$ cat config.mk
export PLATFORM = sky130hd
export DESIGN_NAME = i2c_slave
export DESIGN_NICKNAME = d
export VERILOG_FILES = /design/src/rtl/i2c_slave.sv
export SDC_FILE = /design/constraint.sdc
export NUM_CORES = 1
export LEC_CHECK = 0
export CORE_MARGIN = 2
export CORE_UTILIZATION = 30
export DETAILED_ROUTE_END_ITERATION = 8
export PLACE_DENSITY = 0.48
export SLEW_MARGIN = 20
export SYNTH_ARGS = -nofsm -noshare
export SYNTH_HDL_FRONTEND = slang
export SYNTH_SLANG_ARGS = --single-unit
$ cat constraint.sdc
create_clock -name clk -period 2.85 [get_ports clk]
set_input_delay 0.57 -clock clk [delete_from_list [all_inputs] [get_ports clk]]
set_output_delay 0.57 -clock clk [all_outputs]
set_load 0.01 [all_outputs]
$ cat src/rtl/i2c_slave.sv
// Oversampled I2C target: synchronizes SCL/SDA, decodes START/STOP, ACKs SLAVE_ADDR,
// delivers written bytes on rx_data/rx_valid and fetches read bytes via tx_req/tx_data.
`timescale 1ns/1ps
module i2c_slave #(
    parameter logic [6:0]  SLAVE_ADDR  = 7'h50,
    parameter int unsigned SYNC_STAGES = 2
) (
    input  logic       clk,
    input  logic       reset_n,
    input  logic       scl_i,
    input  logic       sda_i,
    output logic       sda_oe,
    output logic [7:0] rx_data,
    output logic       rx_valid,
    output logic       tx_req,
    input  logic [7:0] tx_data,
    output logic       busy
);

    typedef enum logic [2:0] {
        ST_IDLE,
        ST_ADDR,
        ST_ADDR_ACK,
        ST_WRITE,
        ST_WRITE_ACK,
        ST_READ,
        ST_READ_ACK,
        ST_IGNORE
    } state_e;

    logic [SYNC_STAGES-1:0] scl_sync_q, sda_sync_q;
    logic                   scl_prev_q, sda_prev_q;
    logic                   scl_s, sda_s;
    logic                   rise, fall, start_det, stop_det;

    state_e     state_q, state_d;
    logic [3:0] bit_cnt_q, bit_cnt_d;
    logic [7:0] shift_q, shift_d;
    logic       rw_q, rw_d;
    logic       sda_oe_q, sda_oe_d;
    logic [7:0] rx_data_q, rx_data_d;
    logic       rx_valid_q, rx_valid_d;
    logic       tx_req_q, tx_req_d;
    logic       busy_q, busy_d;
    logic [7:0] shift_in;

    // Synchronizers and previous-value flops reset to 1 so an idle bus produces no events.
    always_ff @(posedge clk or negedge reset_n) begin
        if (!reset_n) begin
            scl_sync_q <= '1;
            sda_sync_q <= '1;
            scl_prev_q <= 1'b1;
            sda_prev_q <= 1'b1;
        end else begin
            scl_sync_q <= {scl_sync_q[SYNC_STAGES-2:0], scl_i};
            sda_sync_q <= {sda_sync_q[SYNC_STAGES-2:0], sda_i};
            scl_prev_q <= scl_s;
            sda_prev_q <= sda_s;
        end
    end

    assign scl_s     = scl_sync_q[SYNC_STAGES-1];
    assign sda_s     = sda_sync_q[SYNC_STAGES-1];
    assign rise      = scl_s & ~scl_prev_q;
    assign fall      = ~scl_s & scl_prev_q;
    assign start_det = scl_s & scl_prev_q & sda_prev_q & ~sda_s;
    assign stop_det  = scl_s & scl_prev_q & ~sda_prev_q & sda_s;
    assign shift_in  = {shift_q[6:0], sda_s};

    always_ff @(posedge clk or negedge reset_n) begin
        if (!reset_n) begin
            state_q    <= ST_IDLE;
            bit_cnt_q  <= '0;
            shift_q    <= '0;
            rw_q       <= 1'b0;
            sda_oe_q   <= 1'b0;
            rx_data_q  <= '0;
            rx_valid_q <= 1'b0;
            tx_req_q   <= 1'b0;
            busy_q     <= 1'b0;
        end else begin
            state_q    <= state_d;
            bit_cnt_q  <= bit_cnt_d;
            shift_q    <= shift_d;
            rw_q       <= rw_d;
            sda_oe_q   <= sda_oe_d;
            rx_data_q  <= rx_data_d;
            rx_valid_q <= rx_valid_d;
            tx_req_q   <= tx_req_d;
            busy_q     <= busy_d;
        end
    end

    always_comb begin
        state_d    = state_q;
        bit_cnt_d  = bit_cnt_q;
        shift_d    = shift_q;
        rw_d       = rw_q;
        sda_oe_d   = sda_oe_q;
        rx_data_d  = rx_data_q;
        rx_valid_d = 1'b0;
        tx_req_d   = 1'b0;
        busy_d     = busy_q;

        if (start_det) begin
            state_d   = ST_ADDR;
            bit_cnt_d = '0;
            sda_oe_d  = 1'b0;
            busy_d    = 1'b0;
        end else if (stop_det) begin
            state_d  = ST_IDLE;
            sda_oe_d = 1'b0;
            busy_d   = 1'b0;
        end else begin
            unique case (state_q)
                ST_ADDR: if (rise) begin
                    shift_d   = shift_in;
                    bit_cnt_d = bit_cnt_q + 4'd1;
                    if (bit_cnt_q == 4'd7) begin
                        if (shift_in[7:1] == SLAVE_ADDR) begin
                            state_d = ST_ADDR_ACK;
                            rw_d    = shift_in[0];
                            busy_d  = 1'b1;
                        end else begin
                            state_d = ST_IGNORE;
                        end
                    end
                end
                // bit_cnt 8 -> ACK not yet driven, 9 -> ACK on the bus.
                ST_ADDR_ACK: begin
                    if (rise && bit_cnt_q == 4'd9 && rw_q) begin
                        tx_req_d = 1'b1;
                    end else if (fall && bit_cnt_q == 4'd8) begin
                        sda_oe_d  = 1'b1;
                        bit_cnt_d = 4'd9;
                    end else if (fall && bit_cnt_q == 4'd9) begin
                        if (rw_q) begin
                            shift_d   = {tx_data[6:0], 1'b0};
                            sda_oe_d  = ~tx_data[7];
                            bit_cnt_d = 4'd1;
                            state_d   = ST_READ;
                        end else begin
                            sda_oe_d  = 1'b0;
                            bit_cnt_d = '0;
                            state_d   = ST_WRITE;
                        end
                    end
                end
                ST_WRITE: if (rise) begin
                    shift_d   = shift_in;
                    bit_cnt_d = bit_cnt_q + 4'd1;
                    if (bit_cnt_q == 4'd7) begin
                        rx_data_d  = shift_in;
                        rx_valid_d = 1'b1;
                        state_d    = ST_WRITE_ACK;
                    end
                end
                ST_WRITE_ACK: if (fall) begin
                    if (bit_cnt_q == 4'd8) begin
                        sda_oe_d  = 1'b1;
                        bit_cnt_d = 4'd9;
                    end else begin
                        sda_oe_d  = 1'b0;
                        bit_cnt_d = '0;
                        state_d   = ST_WRITE;
                    end
                end
                // shift_q holds the not-yet-driven bits left-aligned; count 0 means load pending.
                ST_READ: if (fall) begin
                    if (bit_cnt_q == 4'd0) begin
                        shift_d   = {tx_data[6:0], 1'b0};
                        sda_oe_d  = ~tx_data[7];
                        bit_cnt_d = 4'd1;
                    end else if (bit_cnt_q == 4'd8) begin
                        sda_oe_d  = 1'b0;
                        bit_cnt_d = '0;
                        state_d   = ST_READ_ACK;
                    end else begin
                        sda_oe_d  = ~shift_q[7];
                        shift_d   = {shift_q[6:0], 1'b0};
                        bit_cnt_d = bit_cnt_q + 4'd1;
                    end
                end
                ST_READ_ACK: if (rise) begin
                    if (!sda_s) begin
                        tx_req_d  = 1'b1;
                        bit_cnt_d = '0;
                        state_d   = ST_READ;
                    end else begin
                        busy_d  = 1'b0;
                        state_d = ST_IGNORE;
                    end
                end
                default: ;
            endcase
        end
    end

    assign sda_oe   = sda_oe_q;
    assign rx_data  = rx_data_q;
    assign rx_valid = rx_valid_q;
    assign tx_req   = tx_req_q;
    assign busy     = busy_q;

endmodule

==> results_dict.tcl <==
set metrics [dict create \
    final_util_pct 36.57 \
    grt_max_degree 35 \
    drive_gt1_share_pct 23.68 \
    hold_violations 0 \
    synth_edf_count 0 \
    final_common_cell "dfrtp_1" \
    grt_pass1_vias 1740 \
    fp-row-count 30 \
    dr.pass1.iters 4 \
    drv_cap 0 \
    hp-class "primary input to async pin" \
    grt_usage_pct 15.27 \
    skew_ns 0.004539 \
    mostFrequentLayoutCells "dfrtp_1 (28), mux2_2 (22), clkdlybuf4s50_1 (22)" \
    cts_tree "done" \
    diodes 0 \
    clock_sinks 34 \
    antenna_found_initial 0 \
    postSynthCellCount 204 \
    ys_seq_area_share_pct 41.38 \
    pre_cts_slack_ns 0.5434 \
    reg2reg_from "bit_cnt_q[0]$_DFFE_PN0P_" \
    power_density_nw_per_um2 985.0 \
    finalWeightedCongestion 0.8861 \
    arrival_ns 2.49 \
    r2r_cells 7 \
    avgSynthCellArea_um2 10.17 \
    cts_buffers 5 \
    drtIter0Drc 182 \
    core_area_um2 6756 \
    syn2layout_area_growth_pct 19.12 \
    io_buffers 23 \
    tightestPinTransition_ns 0.7698 \
    slew_headroom_pct 48.68 \
    endpoint "shift_q[4]$_DFFE_PN0P_" \
    remaining_drc_errors 0 \
    cts.clk_slew.worst_paths_ns 0.08 \
    outcome "finished, final reports clean" \
    boundaryPins 24 \
    cp-end-kind "flop" \
    crit_start "bit_cnt_q[0]$_DFFE_PN0P_" \
    hpwl_um 3731 \
    syn-num-nets 220 \
    drt-vias-per-instance 5.591 \
    grt_first_pass_wirelength_um 8935 \
    antenna_left 0 \
    critPathMaxFanout 8 \
    final_nets 243 \
    htreeDepth 2 \
    power.leakage_nw 0.9905 \
    clk_path_buf_depth 2 \
    mappedNetlistArea_um2 2074 \
    synth_cell_types 50 \
    cts-root-buf "clkbuf_8" \
    fillers 692 \
    startpoint_type "flop" \
    finalMaxSlewViolations 0 \
    wire_per_inst_um 17.07 \
    fp.dieH_um 87.16 \
    rsz0062_at_grt "false" \
    setup_viol 0 \
    start_util_pct 30.70 \
    ys_ff_latch 34 \
    max-vdd-ir-drop_v 0.0002696 \
    fmax_mhz 432.2 \
    fin_crit_ns 2.314 \
    post_cts_buffers 0 \
    synthArstFlopShare_pct 100.0 \
    cts-resized-gates 0 \
    path_class "flop to flop" \
    tns_ns 0 \
    synth-main-ff-cell "dfrtp_1" \
    wirelength_um 5258 \
    r2r_slack_ns 0.54 \
    postCtsHoldBufs 0 \
    dr_total_vias 1722 \
    synth_warnings 0 \
    die_area_um2 7596 \
    overflow 0 \
    finalWorstSetupSlack_ns 0.5361 \
    period_share_pct 81.19 \
    fp.dieW_um 87.16 \
    insertion_delay_ns 0.29 \
    reg2reg_to "shift_q[4]$_DFFE_PN0P_" \
    crit_required_ns 3.03 \
]
[state kept, by name, summed over array words and instances (netlist names), 2 cells and up]
signal / cells
shift_q: 8
rx_data: 8
bit_cnt_q: 4
state_q: 3
scl_sync_q: 2
sda_sync_q: 2
[critical path: stages, from the launching register on]
cell and delay, ns:
dfrtp_1 0.45, inv_1 0.11, ha_1 0.31, nor3b_1 0.27, o21ai_0 0.10, nand2_1 0.32, mux2_2 0.38, mux2_2 0.26
[metrics by stage]
stage | std cells | instance area, um^2 | hold WS, ns | total power (W)
global placement | 300 | 2376 | 0.3463 | 0.002052
detailed placement | 300 | 2376 | 0.3488 | 0.002029
finish | 308 | 2471 | 0.3435 | 0.002434
floorplan | 204 | 2074 | 0.2744 | 0.001722
global route | 308 | 2471 | 0.3668 | 0.002643
CTS | 308 | 2471 | 0.3607 | 0.002439
[synth_stat cells (2+ instances only)]
master / count / share of area, %
o221ai_1: 3 / 1.3
nand4_1: 3 / 0.90
nand3b_1: 2 / 0.72
o31ai_1: 3 / 1.1
nor2_1: 9 / 1.6
o211ai_1: 4 / 1.4
dfstp_2: 6 / 7.6
clkbuf_1: 3 / 0.54
and2_1: 2 / 0.60
a221oi_1: 2 / 0.84
nand2_1: 12 / 2.2
mux2_2: 22 / 12
nor4_1: 2 / 0.60
buf_2: 7 / 1.7
nor3_1: 6 / 1.4
a21oi_1: 8 / 1.9
nor3b_1: 3 / 1.1
o21ai_0: 11 / 2.7
mux2i_1: 6 / 2.9
inv_1: 8 / 1.4
nor2_2: 3 / 0.90
ha_1: 4 / 2.4
nand2b_1: 4 / 1.2
nand4b_1: 5 / 2.1
o22ai_1: 2 / 0.60
dfrtp_1: 28 / 34
nand3_1: 7 / 1.7
a22oi_1: 3 / 1.1
nor2b_1: 5 / 1.5
[report_power, final]
group          leakage, nW  internal (W)  switching [W]
clock network       0.0472      0.000194       0.000196
logic                0.516      0.000593       0.000639
registers            0.428      0.000604       0.000207
[worst min path at each step]
stage / start / to / depth (start not counted)
floorplan: reset_n / bit_cnt_q[0]$_DFFE_PN0P_ / 0
global placement: sda_sync_q[0]$_DFF_PN1_ / sda_sync_q[1]$_DFF_PN1_ / 0
detailed placement: sda_sync_q[0]$_DFF_PN1_ / sda_sync_q[1]$_DFF_PN1_ / 0
CTS: sda_sync_q[0]$_DFF_PN1_ / sda_sync_q[1]$_DFF_PN1_ / 0
global route: sda_sync_q[0]$_DFF_PN1_ / sda_sync_q[1]$_DFF_PN1_ / 0
finish: reset_n / sda_oe$_DFFE_PN0P_ / 1
[per-layer routing]
| metal | global-route usage (%) | vias up | part of all wire, % |
|---|---|---|---|
| li1 | - | 809 | - |
| met1 | 21.77 | 831 | 46 |
| met2 | 22.28 | 66 | 45 |
| met3 | 3.128 | 16 | 5.8 |
| met4 | 6.713 | 0 | 3.2 |
| met5 | 0 | - | 0 |
[area by class of cell]
cell class              instances  area (um^2)  share of cell area, %
multi-input cells             150         1125                  45.52
flip-flops and latches         34        858.3                  34.73
repair buffers                 28        262.8                  10.63
well taps                      80        100.1                  4.051
clock buffers                   6        82.58                  3.342
inverters                       8        30.03                  1.215
clock inverters                 2        12.51                 0.5063
[cells by family after synthesis]
group	after synthesis	synth area share, %
XOR/XNOR	1	0.4223
multiplexers	28	14.84
AND/OR/NAND/NOR	69	19.78
flip-flops	34	41.37
adder cells (fa/ha/maj)	4	2.413
AO/OA/AOI/OAI	48	16.77
buffers and inverters	20	4.403
Note: power is estimated with default switching activity, not from simulation.
==> variant: new RTL, same settings <==
Add an input register stage for `scl_i`, `sda_i` and `tx_data`, with the module's reset; this delays them by one clock.
--- a/src/rtl/i2c_slave.sv
+++ b/src/rtl/i2c_slave.sv
@@ -30,2 +30,18 @@
 
+    logic scl_q;
+    logic sda_q;
+    logic [7:0] tx_data_q;
+
+    always_ff @(posedge clk or negedge reset_n) begin
+        if (!reset_n) begin
+            scl_q     <= '0;
+            sda_q     <= '0;
+            tx_data_q <= '0;
+        end else begin
+            scl_q     <= scl_i;
+            sda_q     <= sda_i;
+            tx_data_q <= tx_data;
+        end
+    end
+
     logic [SYNC_STAGES-1:0] scl_sync_q, sda_sync_q;
@@ -54,4 +70,4 @@
         end else begin
-            scl_sync_q <= {scl_sync_q[SYNC_STAGES-2:0], scl_i};
-            sda_sync_q <= {sda_sync_q[SYNC_STAGES-2:0], sda_i};
+            scl_sync_q <= {scl_sync_q[SYNC_STAGES-2:0], scl_q};
+            sda_sync_q <= {sda_sync_q[SYNC_STAGES-2:0], sda_q};
             scl_prev_q <= scl_s;
@@ -137,4 +153,4 @@
                         if (rw_q) begin
-                            shift_d   = {tx_data[6:0], 1'b0};
-                            sda_oe_d  = ~tx_data[7];
+                            shift_d   = {tx_data_q[6:0], 1'b0};
+                            sda_oe_d  = ~tx_data_q[7];
                             bit_cnt_d = 4'd1;
@@ -170,4 +186,4 @@
                     if (bit_cnt_q == 4'd0) begin
-                        shift_d   = {tx_data[6:0], 1'b0};
-                        sda_oe_d  = ~tx_data[7];
+                        shift_d   = {tx_data_q[6:0], 1'b0};
+                        sda_oe_d  = ~tx_data_q[7];
                         bit_cnt_d = 4'd1;
Behaviour: no difference found for any inputs over 10 cycles, from zero or initial values and one cycle with reset_n low; that may be too few to reach the edited logic, so the function may still have changed.
==> variant against the original RTL <==
  * Design area grew 13%
  * Routed wire length grew 0.19%
  * Power grew 6.6%
  * Sequential cell count grew 10
  * Synthesized area grew 14%
  * Sequential share of layout area grew 4.9 points
  * Setup slack gained 0.052 ns
  * Clock power grew 30%
  * Utilization shrank 0.18 points
  * Largest cell class unchanged
==> variant: results (changes against the original RTL) <==
first-pass GRT wire length=9000 um (+0.69%); worst clock skew=0.00511 ns (+0.000567 ns); Post-Synthesis Cells=211 (+3.4%); clock buffer depth=2 (unchanged); synth unique cells=54 (+8.0%); Worst VDD drop=0.000306 V (+13%); Gate power share=44.3% (-6.4 points); Post-CTS Setup Inserts=0 (unchanged); layout cells sized above 1=25.7% (+2.1 points); Final Wtd Congestion=0.801 (-9.6%); status=complete, no violations; multiplexer area fraction after synthesis=12.7% (-2.1 points); Net Switching=0.996 mW (-4.5%); Place WS=0.600 ns (+0.0568 ns); placed cells=330 (+10%); met3 Resource Use GR=2.93% (-0.20 points); Via-to-Cell Ratio=4.98 (-11%); compound-cell area share of the yosys netlist=14.6% (-2.2 points); Iteration-0 DRC Markers=117 (-36%); WP data arrival=2.46 ns (-0.03 ns); vias in the first global route=1758 (+1.0%); Slew HR=63.3% (+15 points); met2 wire len=2490 um (+5.4%); DRC Markers=0 (unchanged); H-Tree Depth=2 (unchanged); Reg power frac=36.1% (+2.8 points); DRT met1 WL=2540 um (+5.0%); GR met1 Demand/Resource=18.0% (-3.8 points); Finished Layout Cells=339 (+10%); Mapped Nets=226 (+2.7%); Filler cells=783 (+13%); met2 usage=21.2% (-1.0 points); top post-synthesis cells by area=dfrtp_1, mux2_2, dfstp_2; P_leak=1.17 nW (+18%); area share of xor/xnor cells in the synthesized design=1.12% (+0.69 points); switching portion of total power=38.4% (-4.4 points); WL met3=157 um (-49%); Worst-path clk slew=0.08 ns (about the same); GR Util All Layers=13.3% (-2.0 points); top layer in use=met4; Crit Path Max Fanout=9 (+1); Synth Area in Adders=1.59% (-0.82 points); sequential-to-total area share from yosys stat=47.1% (+5.7 points); final WL=5270 um (+0.19%); largest net degree at the start of global routing=44 (+26%); Final setup violation count=0 (unchanged); CTS Buf Count=5 (unchanged); DP Area=2650 um^2 (+11%); synth cell count leaders=dfrtp_1, mux2_2, nand2_1, nor2_1, o21ai_0; Final nets=251 (+3.3%); DPL Wire Length=3710 um (-0.54%)
## variant: layout make-up
| cell class | instances | area, um^2 | area share, % |
|---|---|---|---|
| clock buffer | 6 | 82.6 | 2.95 |
| sequential | 44 | 1110 | 39.6 |
| inverter | 7 | 26.3 | 0.939 |
| timing repair buffer | 29 | 290 | 10.4 |
| multi-input combinational | 149 | 1120 | 40.2 |
| tap | 102 | 128 | 4.56 |
| clock inverter | 2 | 38.8 | 1.39 |
## variant: path summary, 6_finish.rpt
kind                               from            end  slack (ns)
max                        bit_cnt_q[0]     shift_q[1]        0.59
min                             reset_n          scl_q        0.24
max in group asynchronous       reset_n     scl_prev_q        1.93
min reg2reg                       sda_q  sda_sync_q[0]        0.36
min in group clk                  sda_q  sda_sync_q[0]        0.36
max reg2reg                bit_cnt_q[0]     shift_q[1]        0.59
## variant: critical path: stages, from the launching register on
cell      delay (ns)
dfrtp_1         0.44
inv_1           0.07
ha_1            0.31
and2b_2         0.27
nand2_1         0.10
nand2_1         0.10
a211oi_4        0.48
mux2_2          0.39
